--- src/rtl/booth_mul_arbiter_if.sv ---
// booth_mul_arbiter_if
//   Bundles the requester-side bus and the shared-multiplier bus of
//   booth_mul_arbiter into one interface.
//   slave  : arbiter view (drives gnt/rsp_*/busy/mul_start/mul_a/mul_b)
//   master : environment view (drives req/a_in/b_in/mul_done/mul_p)
//   Signals:
//     req       NREQ      per-requester operation request (level)
//     a_in/b_in NREQ*N    operands, requester i at [i*N +: N]
//     gnt       NREQ      one-hot request-consumed pulse
//     rsp_valid 1         result strobe
//     rsp_id    IDW       owner of the result
//     rsp_data  2N        signed product
//     rsp_err   1         operation timed out
//     busy      1         arbiter not idle
//     mul_start 1         multiplier launch pulse
//     mul_a/b   N         latched operands to the multiplier
//     mul_done  1         multiplier completion
//     mul_p     2N        multiplier product
interface booth_mul_arbiter_if #(
  parameter int N    = 8,
  parameter int NREQ = 4,
  parameter int IDW  = 2
);
  logic [NREQ-1:0]   req;
  logic [NREQ*N-1:0] a_in;
  logic [NREQ*N-1:0] b_in;
  logic [NREQ-1:0]   gnt;
  logic              rsp_valid;
  logic [IDW-1:0]    rsp_id;
  logic [2*N-1:0]    rsp_data;
  logic              rsp_err;
  logic              busy;
  logic              mul_start;
  logic [N-1:0]      mul_a;
  logic [N-1:0]      mul_b;
  logic              mul_done;
  logic [2*N-1:0]    mul_p;

  modport slave (
    input  req, a_in, b_in, mul_done, mul_p,
    output gnt, rsp_valid, rsp_id, rsp_data, rsp_err, busy,
           mul_start, mul_a, mul_b
  );

  modport master (
    output req, a_in, b_in, mul_done, mul_p,
    input  gnt, rsp_valid, rsp_id, rsp_data, rsp_err, busy,
           mul_start, mul_a, mul_b
  );
endinterface

--- src/rtl/booth_mul_arbiter.sv ---
// booth_mul_arbiter
//   Shares one Booth multiplier between NREQ requesters. Round-robin pick in
//   IDLE, operand latch, one-cycle launch, wait for mul_done, then a one-cycle
//   tagged response. The multiplier only ever sees one operation at a time.
//   Ports:
//     clk    rising-edge clock
//     rst_n  synchronous active-low reset
//     bus    booth_mul_arbiter_if.slave (requester and multiplier signals)
//   Optional feature macro: BOOTH_ARB_TIMEOUT_EN
//     defined   : WAIT is bounded to TIMEOUT cycles, then RESP with rsp_err=1
//                 and rsp_data=0 (a done in the limit cycle still wins)
//     undefined : WAIT waits indefinitely, rsp_err is tied low
module booth_mul_arbiter #(
  parameter int N       = 8,
  parameter int NREQ    = 4,
  parameter int IDW     = 2,
  parameter int TIMEOUT = 64
) (
  input  logic clk,
  input  logic rst_n,
  booth_mul_arbiter_if.slave bus
);

  if (NREQ < 2 || NREQ > 16 || IDW != $clog2(NREQ) ||
      TIMEOUT < 1 || TIMEOUT > 65535) begin : g_cfg_check
    $error("booth_mul_arbiter: unsupported parameter set");
  end

  localparam int unsigned NR = NREQ;

  typedef enum logic [1:0] {IDLE, LAUNCH, WAIT, RESP} state_t;

  state_t          state;
  logic [IDW-1:0]  ptr;
  logic [IDW-1:0]  cur_id;

  logic [NREQ-1:0] gnt_q;
  logic            mul_start_q;
  logic            rsp_valid_q;
  logic [IDW-1:0]  rsp_id_q;
  logic [2*N-1:0]  rsp_data_q;
  logic            busy_q;
  logic [N-1:0]    mul_a_q;
  logic [N-1:0]    mul_b_q;

  // Round-robin winner: first set request at or above ptr, wrapping.
  logic            found;
  logic [IDW-1:0]  win;
  logic [N-1:0]    win_a;
  logic [N-1:0]    win_b;
  int unsigned     idx;

  always_comb begin
    found = 1'b0;
    win   = '0;
    win_a = '0;
    win_b = '0;
    idx   = 0;
    for (int unsigned i = 0; i < NR; i++) begin
      idx = 32'(ptr) + i;
      if (idx >= NR) idx = idx - NR;
      if (!found && bus.req[idx[IDW-1:0]]) begin
        found = 1'b1;
        win   = idx[IDW-1:0];
        win_a = bus.a_in[idx*N +: N];
        win_b = bus.b_in[idx*N +: N];
      end
    end
  end

`ifdef BOOTH_ARB_TIMEOUT_EN
  localparam logic [15:0] WAIT_LAST = 16'(TIMEOUT - 1);
  logic [15:0] wcnt;
  logic        rsp_err_q;
`endif

  always_ff @(posedge clk) begin
    if (!rst_n) begin
      state       <= IDLE;
      ptr         <= '0;
      cur_id      <= '0;
      gnt_q       <= '0;
      mul_start_q <= 1'b0;
      rsp_valid_q <= 1'b0;
      rsp_id_q    <= '0;
      rsp_data_q  <= '0;
      busy_q      <= 1'b0;
      mul_a_q     <= '0;
      mul_b_q     <= '0;
`ifdef BOOTH_ARB_TIMEOUT_EN
      wcnt        <= '0;
      rsp_err_q   <= 1'b0;
`endif
    end else begin
      gnt_q       <= '0;
      mul_start_q <= 1'b0;
      rsp_valid_q <= 1'b0;
      case (state)
        IDLE: begin
          if (found) begin
            cur_id      <= win;
            mul_a_q     <= win_a;
            mul_b_q     <= win_b;
            gnt_q       <= {{(NREQ-1){1'b0}}, 1'b1} << win;
            mul_start_q <= 1'b1;
            busy_q      <= 1'b1;
            state       <= LAUNCH;
          end
        end
        LAUNCH: begin
`ifdef BOOTH_ARB_TIMEOUT_EN
          wcnt  <= '0;
`endif
          state <= WAIT;
        end
        WAIT: begin
          if (bus.mul_done) begin
            rsp_data_q  <= bus.mul_p;
            rsp_id_q    <= cur_id;
            rsp_valid_q <= 1'b1;
`ifdef BOOTH_ARB_TIMEOUT_EN
            rsp_err_q   <= 1'b0;
`endif
            state       <= RESP;
          end
`ifdef BOOTH_ARB_TIMEOUT_EN
          // wcnt counts completed WAIT cycles, so WAIT_LAST marks the
          // TIMEOUT-th one.
          else if (wcnt == WAIT_LAST) begin
            rsp_data_q  <= '0;
            rsp_id_q    <= cur_id;
            rsp_valid_q <= 1'b1;
            rsp_err_q   <= 1'b1;
            state       <= RESP;
          end else begin
            wcnt <= wcnt + 16'd1;
          end
`endif
        end
        RESP: begin
          ptr    <= (cur_id == IDW'(NREQ - 1)) ? '0 : cur_id + 1'b1;
          busy_q <= 1'b0;
          state  <= IDLE;
        end
        default: state <= IDLE;
      endcase
    end
  end

  assign bus.gnt       = gnt_q;
  assign bus.mul_start = mul_start_q;
  assign bus.rsp_valid = rsp_valid_q;
  assign bus.rsp_id    = rsp_id_q;
  assign bus.rsp_data  = rsp_data_q;
  assign bus.busy      = busy_q;
  assign bus.mul_a     = mul_a_q;
  assign bus.mul_b     = mul_b_q;
`ifdef BOOTH_ARB_TIMEOUT_EN
  assign bus.rsp_err   = rsp_err_q;
`else
  assign bus.rsp_err   = 1'b0;
`endif

endmodule

--- src/flat_wrapper.sv ---
// flat-port wrapper written by rule: the top's interface ports become plain ports
module booth_mul_arbiter_flat 
#(
  parameter int N       = 8,
  parameter int NREQ    = 4,
  parameter int IDW     = 2,
  parameter int TIMEOUT = 64
)
  (clk, rst_n, bus_req, bus_a_in, bus_b_in, bus_mul_done, bus_mul_p, bus_gnt, bus_rsp_valid, bus_rsp_id, bus_rsp_data, bus_rsp_err, bus_busy, bus_mul_start, bus_mul_a, bus_mul_b);
  booth_mul_arbiter_if #(.N(N), .NREQ(NREQ), .IDW(IDW)) bus_i ();
  input  logic clk;
  input  logic rst_n;
  input wire logic [$bits(bus_i.req)-1:0] bus_req;
  input wire logic [$bits(bus_i.a_in)-1:0] bus_a_in;
  input wire logic [$bits(bus_i.b_in)-1:0] bus_b_in;
  input wire logic [$bits(bus_i.mul_done)-1:0] bus_mul_done;
  input wire logic [$bits(bus_i.mul_p)-1:0] bus_mul_p;
  output wire logic [$bits(bus_i.gnt)-1:0] bus_gnt;
  output wire logic [$bits(bus_i.rsp_valid)-1:0] bus_rsp_valid;
  output wire logic [$bits(bus_i.rsp_id)-1:0] bus_rsp_id;
  output wire logic [$bits(bus_i.rsp_data)-1:0] bus_rsp_data;
  output wire logic [$bits(bus_i.rsp_err)-1:0] bus_rsp_err;
  output wire logic [$bits(bus_i.busy)-1:0] bus_busy;
  output wire logic [$bits(bus_i.mul_start)-1:0] bus_mul_start;
  output wire logic [$bits(bus_i.mul_a)-1:0] bus_mul_a;
  output wire logic [$bits(bus_i.mul_b)-1:0] bus_mul_b;
  assign bus_i.req = bus_req;
  assign bus_i.a_in = bus_a_in;
  assign bus_i.b_in = bus_b_in;
  assign bus_i.mul_done = bus_mul_done;
  assign bus_i.mul_p = bus_mul_p;
  assign bus_gnt = bus_i.gnt;
  assign bus_rsp_valid = bus_i.rsp_valid;
  assign bus_rsp_id = bus_i.rsp_id;
  assign bus_rsp_data = bus_i.rsp_data;
  assign bus_rsp_err = bus_i.rsp_err;
  assign bus_busy = bus_i.busy;
  assign bus_mul_start = bus_i.mul_start;
  assign bus_mul_a = bus_i.mul_a;
  assign bus_mul_b = bus_i.mul_b;
  booth_mul_arbiter #(.N(N), .NREQ(NREQ), .IDW(IDW), .TIMEOUT(TIMEOUT)) u_core (.clk(clk), .rst_n(rst_n), .bus(bus_i));
endmodule
--- config.mk ---
export PLATFORM = sky130hd
export DESIGN_NAME = booth_mul_arbiter_flat
export DESIGN_NICKNAME = d
export VERILOG_FILES = /design/src/rtl/booth_mul_arbiter_if.sv /design/src/rtl/booth_mul_arbiter.sv /design/src/flat_wrapper.sv
export SDC_FILE = /design/constraint.sdc
export NUM_CORES = 1
export LEC_CHECK = 0
export BUFFER_PORTS_ARGS = -buffer_cell sky130_fd_sc_hd__buf_2
export CAP_MARGIN = 20
export CORE_MARGIN = 4
export CORE_UTILIZATION = 57
export DETAILED_ROUTE_END_ITERATION = 12
export PLACE_DENSITY = 0.88
export REMOVE_ABC_BUFFERS = 1
export SYNTH_ARGS = -nofsm -noshare
export SYNTH_HDL_FRONTEND = slang
export SYNTH_SLANG_ARGS = --single-unit
--- constraint.sdc ---
create_clock -name clk -period 4.7 [get_ports clk]
set_clock_uncertainty 0.15 [all_clocks]
set_input_delay 0.47 -clock clk [delete_from_list [all_inputs] [get_ports clk]]
set_output_delay 0.47 -clock clk [all_outputs]
set_load 0.01 [all_outputs]
==> impl_metrics.csv, run 1 <==
group,metric,value,unit
synthesis,synth_edf_count,0,
power_and_ir_drop,p_int,0.00119,W
clock_network,h-tree-depth,2,
finish,final_common_cell,"buf_2",
power_and_ir_drop,swShare,42.5,%
finish,final_cell_mix,"buf_2, nand2_1, dfxtp_1",
place,gp_congestion,0.822,
place,place_inst,674,
global_routing,use_met1,33.7,%
global_routing,overflow,0,
global_routing,use_met3,4.38,%
routing,first_pass_iters,5,
global_routing,grt_max_degree,79,
global_routing,grt_pass1_wl,19800,um
die,num_rows,31,
routing,drtIter0Drc,408,
finish,finalInstanceArea,5050,sq um
synthesis,synthArstFlopShare,0,%
global_routing,busiest_layer,"met2",
timing,maxSlewViolCount,0,
global_routing,met2_usage,48.4,%
global_routing,antenna_found_initial,0,
synthesis,synth-seq-area-share,21.9,%
global_routing,grt_use_total,27.3,%
synthesis,avgSynthCellArea,8.73,sq um
die,die_x,94.9,um
synthesis,ys_seq_elements,47,
die,initial_utilization,59.0,%
critical_path,crit_fanout,35,
finish,area_growth,17.3,%
run_status,status,"finished clean",
timing,fmax,279,MHz
finish,fin_cells,684,
routing,vias_per_cell,6.55,
timing,setup_violations,0,
synthesis,ys.flop_type,"dfxtp_1",
clock_network,path_clk_slew,0.09,ns
power_and_ir_drop,p_clk_share,13.0,%
power_and_ir_drop,ir_drop,0.183,mV
routing,route.detailed.drc,0,
critical_path,start_kind,"flip-flop",
timing,rsz0062_at_grt,"no",
power_and_ir_drop,power_density,409,nW/um^2
routing,ant_nets,0,
power_and_ir_drop,leakagePower,2.06,nW
synthesis,syn_inst,493,
hold_path,hold_class,"in2reg",
timing,finalHoldViolations,0,
timing,slew_headroom,34.5,%
place,hpwl,8680,um
clock_network,hold_buffers,0,
die,ios,129,
clock_network,insertion_delay,0.31,ns
timing,hold_ws,0.244,ns
critical_path,crit_path_end_kind,"flip-flop",
clock_network,post_cts_buffers,0,
die,dieHeight,94.9,um
timing,worstMarginPinSlew,0.980,ns
place,post_dp_cell_area,4900,sq um
critical_path,critPathRequiredTime,4.77,ns
power_and_ir_drop,power.switching,0.000878,W
routing,vias,4482,
finish,final_layout_size_suffix_gt1_share,34.7,%
synthesis,synth_cell_type_count,51,
die,core-area,7290,sq um
timing,period_share,76.3,%
synthesis,yosysWarnings,0,
clock_network,cts_resized,0,
run,drv_cap,0,
timing,period_minus_slack,3.59,ns
routing,wl_per_cell,18.3,um
critical_path,crit_arrival,3.65,ns
finish,antenna_cells,0,
place,port_buffers,127,
power_and_ir_drop,pwr-share-comb,58.5,%
clock_network,cts_buffer_depth,2,
critical_path,path_class,"reg2reg",
clock_network,tritoncts,"built",
finish,final_nets,681,
finish,fillers,613,
synthesis,syn-cell-area,4300,sq um
routing,wirelength,12500,um
power_and_ir_drop,seq_power_share,28.5,%
clock_network,clockRootBuffer,"clkbuf_8",
global_routing,grt_pass1_vias,4179,
clock_network,cts.sinks,47,
die,die_area,9000,sq um
clock_network,cts_made_buffers,5,
## logic make-up (layout without fill, tap and decap cells)
| family | Yosys count | after routing | synth area share, % |
|---|---|---|---|
| compound gates | 160 | 160 | 26.7 |
| fa+ha+maj | 10 | 10 | 2.91 |
| buf+inv | 60 | 152 | 6.11 |
| flops | 47 | 47 | 21.9 |
| mux | 75 | 75 | 27.8 |
| other cells | 1 | 1 | 0.0872 |
| simple gates | 140 | 140 | 14.5 |
## per-layer routing
| layer | up-vias | share of wire [%] | wire length [um] |
|---|---|---|---|
| met2 | 245 | 52 | 6490 |
| met1 | 2173 | 38 | 4770 |
| met3 | 25 | 8.8 | 1110 |
| met5 | - | 0 | 0 |
| met4 | 0 | 1.4 | 176 |
| li1 | 2039 | - | - |
## per-stage QoR
step / setup TNS, ns / power [W] / worst slack, ns / util [%]
final: 0 / 0.00206 / 1.11 / 69.2
after floorplan: -30.23 / 0.00142 / -1.65 / -
after global routing: 0 / 0.00219 / 0.913 / 69.2
after global placement: 0 / 0.00170 / 1.33 / 67.2
after detailed placement: 0 / 0.00175 / 1.16 / 67.2
after CTS: 0 / 0.00202 / 1.15 / 68.6
## layout make-up
class,count,area (sq um),area share (%)
Sequential cell,47,945,18.7
Multi-Input combinational cell,386,3120,61.7
Tap cell,99,124,2.45
Clock inverter,2,15.0,0.297
Inverter,8,30.0,0.595
Clock buffer,6,82.6,1.64
Timing Repair Buffer,136,736,14.6
## critical path: stages, from the launching register on
cell     delay [ns]
dfxtp_1        0.32
inv_2          0.46
ha_2           0.48
mux4_1         0.65
nor2b_1        0.78
o21ai_1        0.20
and2_1         0.23
nor3_1         0.21
## cells in the mapped netlist, types with 6 or more instances
cell | count | share of area, %
mux4_2 | 33 | 17
inv_1 | 6 | 0.52
o221ai_1 | 16 | 3.3
clkbuf_1 | 27 | 2.4
a21boi_0 | 16 | 2.8
nor2b_1 | 15 | 2.2
o21ai_0 | 16 | 1.9
nor2_1 | 9 | 0.79
a21oi_1 | 22 | 2.6
a21o_1 | 16 | 2.8
dfxtp_1 | 47 | 22
a21bo_2 | 16 | 3.7
o31ai_1 | 17 | 3.0
buf_1 | 6 | 0.52
mux2i_1 | 39 | 9.1
o22ai_1 | 14 | 2.0
nand2_1 | 90 | 7.9
a31oi_1 | 13 | 1.9
buf_2 | 14 | 1.6
nor3_1 | 10 | 1.2
ha_1 | 10 | 2.9
## flip-flops by register name, summed over array words and instances, names as in the netlist
name and flops:
u_core.bus.rsp_valid 1, u_core.bus.mul_b 8, u_core.cur_id 2, u_core.bus.mul_a 8, u_core.bus.busy 1, u_core.ptr 2, u_core.bus.gnt 4, u_core.bus.mul_start 1
u_core.bus.rsp_data 16, u_core.bus.rsp_id 2, u_core.state 2
## power groups by stage
stage               clock network, W  logic [W]  registers [W]
CTS                         0.000271    0.00116       0.000584
global route                0.000288    0.00131       0.000597
finish                      0.000269    0.00121       0.000588
floorplan                          0   0.000749       0.000666
global placement                   0    0.00111       0.000587
detailed placement                 0    0.00116       0.000592
## worst paths after layout
kind	start	end	slack (ns)	cells after the start
max	u_core.ptr[1]	u_core.bus.gnt[1]	1.11	7
min	bus_mul_p[4]	u_core.bus.rsp_data[4]	0.24	3
max reg2reg	u_core.ptr[1]	u_core.bus.gnt[1]	1.11	7
min reg2reg	u_core.bus.rsp_data[4]	u_core.bus.rsp_data[4]	0.30	2
No activity file was read; power rests on OpenSTA's default activity.
==> run 2: changes to the inputs <==
--- a/config.mk
+++ b/config.mk
@@ -5,12 +5,13 @@
 export SDC_FILE = /design/constraint.sdc
 export NUM_CORES = 1
 export LEC_CHECK = 0
+export ABC_AREA = 1
 export BUFFER_PORTS_ARGS = -buffer_cell sky130_fd_sc_hd__buf_2
 export CAP_MARGIN = 20
 export CORE_MARGIN = 4
-export CORE_UTILIZATION = 57
+export CORE_UTILIZATION = 53
 export DETAILED_ROUTE_END_ITERATION = 12
-export PLACE_DENSITY = 0.88
+export PLACE_DENSITY = 0.83
 export REMOVE_ABC_BUFFERS = 1
 export SYNTH_ARGS = -nofsm -noshare
 export SYNTH_HDL_FRONTEND = slang
==> constraint.sdc (replaced) <==
create_clock -name clk -period 3.7 [get_ports clk]
set_clock_uncertainty 0.15 [all_clocks]
set_input_delay 0.37 -clock clk [delete_from_list [all_inputs] [get_ports clk]]
set_output_delay 0.37 -clock clk [all_outputs]
set_load 0.01 [all_outputs]
==> impl_metrics.csv, run 2 <==
group,metric,value,unit
run_status,status,"finished clean",
synthesis,yosysTopAreaCellShare,31.2,%
clock_network,path_clk_slew,0.10,ns
routing,vias_per_cell,5.54,
timing,period_minus_slack,3.18,ns
die,die_area,9580,sq um
critical_path,critPathRequiredTime,3.76,ns
routing,vias,5403,
synthesis,avgSynthCellArea,5.49,sq um
clock_network,cts_made_buffers,5,
critical_path,start_kind,"flip-flop",
die,die_x,97.9,um
synthesis,synthTopCellsByCount,"nand2_1, nand3_1, nor2_1",
synthesis,synth-seq-area-share,22.0,%
finish,antenna_cells,0,
global_routing,antenna_found_initial,0,
die,dieHeight,97.9,um
timing,rsz0062_at_grt,"no",
timing,period_share,86.0,%
synthesis,synth_edf_count,0,
routing,route.detailed.drc,0,
routing,ant_nets,0,
timing,worstMarginPinSlew,0.799,ns
synthesis,syn_inst,780,
die,core-area,7810,sq um
clock_network,post_cts_buffers,0,
place,hpwl,9070,um
critical_path,crit_path_end_kind,"flip-flop",
routing,wirelength,13200,um
routing,first_pass_iters,7,
clock_network,h-tree-depth,2,
global_routing,overflow,0,
synthesis,ys.flop_type,"dfxtp_1",
clock_network,cts_resized,0,
clock_network,insertion_delay,0.31,ns
timing,maxSlewViolCount,0,
place,gp_congestion,0.900,
critical_path,path_class,"reg2reg",
die,num_rows,32,
finish,final_nets,970,
global_routing,grt_pass1_vias,5057,
clock_network,tritoncts,"built",
timing,finalHoldViolations,0,
timing,fmax,314,MHz
global_routing,grt_use_total,26.7,%
synthesis,ys_seq_elements,47,
die,ios,129,
power_and_ir_drop,leakagePower,2.79,nW
hold_path,hold_class,"in2reg",
run,drv_cap,0,
critical_path,crit_fanout,36,
finish,final_layout_size_suffix_gt1_share,19.2,%
global_routing,grt_max_degree,75,
synthesis,yosys.area.top_type,"nand2_1",
synthesis,synth_cell_type_count,28,
synthesis,synth.area.top_cells,"nand2_1, dfxtp_1, nand3_1",
timing,timing.final.ws_setup,0.517,ns
timing,setup_violations,0,
synthesis,syn-cell-area,4280,sq um
global_routing,grt_pass1_wl,22100,um
synthesis,synthArstFlopShare,0,%
routing,wl_per_cell,13.6,um
clock_network,hold_buffers,0,
clock_network,clockRootBuffer,"clkbuf_8",
finish,area_growth,15.7,%
place,port_buffers,127,
die,initial_utilization,54.8,%
synthesis,yosysMostFrequentCell,"nand2_1",
finish,final_common_cell,"nand2_1",
power_and_ir_drop,ir_drop,0.236,mV
critical_path,crit_arrival,3.24,ns
power_and_ir_drop,power_density,624,nW/um^2
clock_network,cts.sinks,47,
timing,slew_headroom,46.5,%
finish,final_cell_mix,"nand2_1, buf_2, nand3_1",
routing,drtIter0Drc,436,
synthesis,yosysWarnings,0,
place,post-place-ws,0.629,ns
clock_network,cts_buffer_depth,2,
finish,final_util,63.4,%
finish,largest_reg_flops,16,
[run 2: final cells by class]
class                      count  area, sq um
clock buffer                   5         68.8
tap                          102          128
timing repair buffer         133          681
clock inverter                 3         46.3
fill                         779         2850
inverter                      31          119
sequential                    47          942
multi-input combinational    655         2970
[run 2: through the flow]
stage	hold WS (ns)	area (sq um)	total power, W	cells	TNS [ns]
2_1_floorplan	0.308	4030	0.00210	733	-23.93
4_1_cts	0.162	4950	0.00307	976	0
6_report	0.161	4950	0.00309	976	0
3_3_place_gp	0.306	4840	0.00260	968	0
3_5_place_dp	0.319	4840	0.00267	968	0
5_1_grt	0.173	4950	0.00337	976	0
[run 2: power breakdown]
| group | total (W) | internal (W) | switching, W |
|---|---|---|---|
| registers | 0.000767 | 0.000673 | 0.0000941 |
| clock network | 0.000397 | 0.000204 | 0.000194 |
| logic | 0.00193 | 0.000666 | 0.00126 |
| total | 0.00309 | 0.00154 | 0.00155 |
[run 2: cell families (layout without fill, tap and decap cells)]
| logic type | Yosys count | after routing | synth area share (%) |
|---|---|---|---|
| fa+ha+maj | 10 | 10 | 2.92 |
| compound gates | 50 | 50 | 7.16 |
| other cells | 1 | 1 | 0.0876 |
| flops | 47 | 47 | 22.0 |
| simple gates | 594 | 594 | 59.2 |
| buf+inv | 78 | 172 | 8.65 |
[run 2: path summary, 6_finish.rpt]
kind,startpoint,end,slack [ns],depth (start not counted)
hold / removal,bus_mul_p[11],u_core.bus.rsp_data[11],0.16,3
setup reg to reg,u_core.ptr[1],u_core.bus.mul_b[7],0.52,11
hold reg to reg,u_core.bus.rsp_data[7],u_core.bus.rsp_data[7],0.34,2
setup / recovery,u_core.ptr[1],u_core.bus.mul_b[7],0.52,11
[run 2: worst max-delay path: stages, from the launching register on]
cell and delay, ns:
dfxtp_1 0.35, inv_2 0.04, ha_1 0.68, inv_2 0.46
nand3_1 0.22, nand2_2 0.08, inv_2 0.34, nor2_4 0.11
nor2_4 0.37, nand2_1 0.11, nor2_1 0.11, nor2_1 0.05
[run 2: layer usage]
metal / GRT usage, % / wire length, um / share of wire, %
met1: 31.3 / 5290 / 40
met2: 47.7 / 6420 / 49
met3: 5.21 / 1210 / 9.2
met4: 10.6 / 308 / 2.3
met5: 0 / 0 / 0
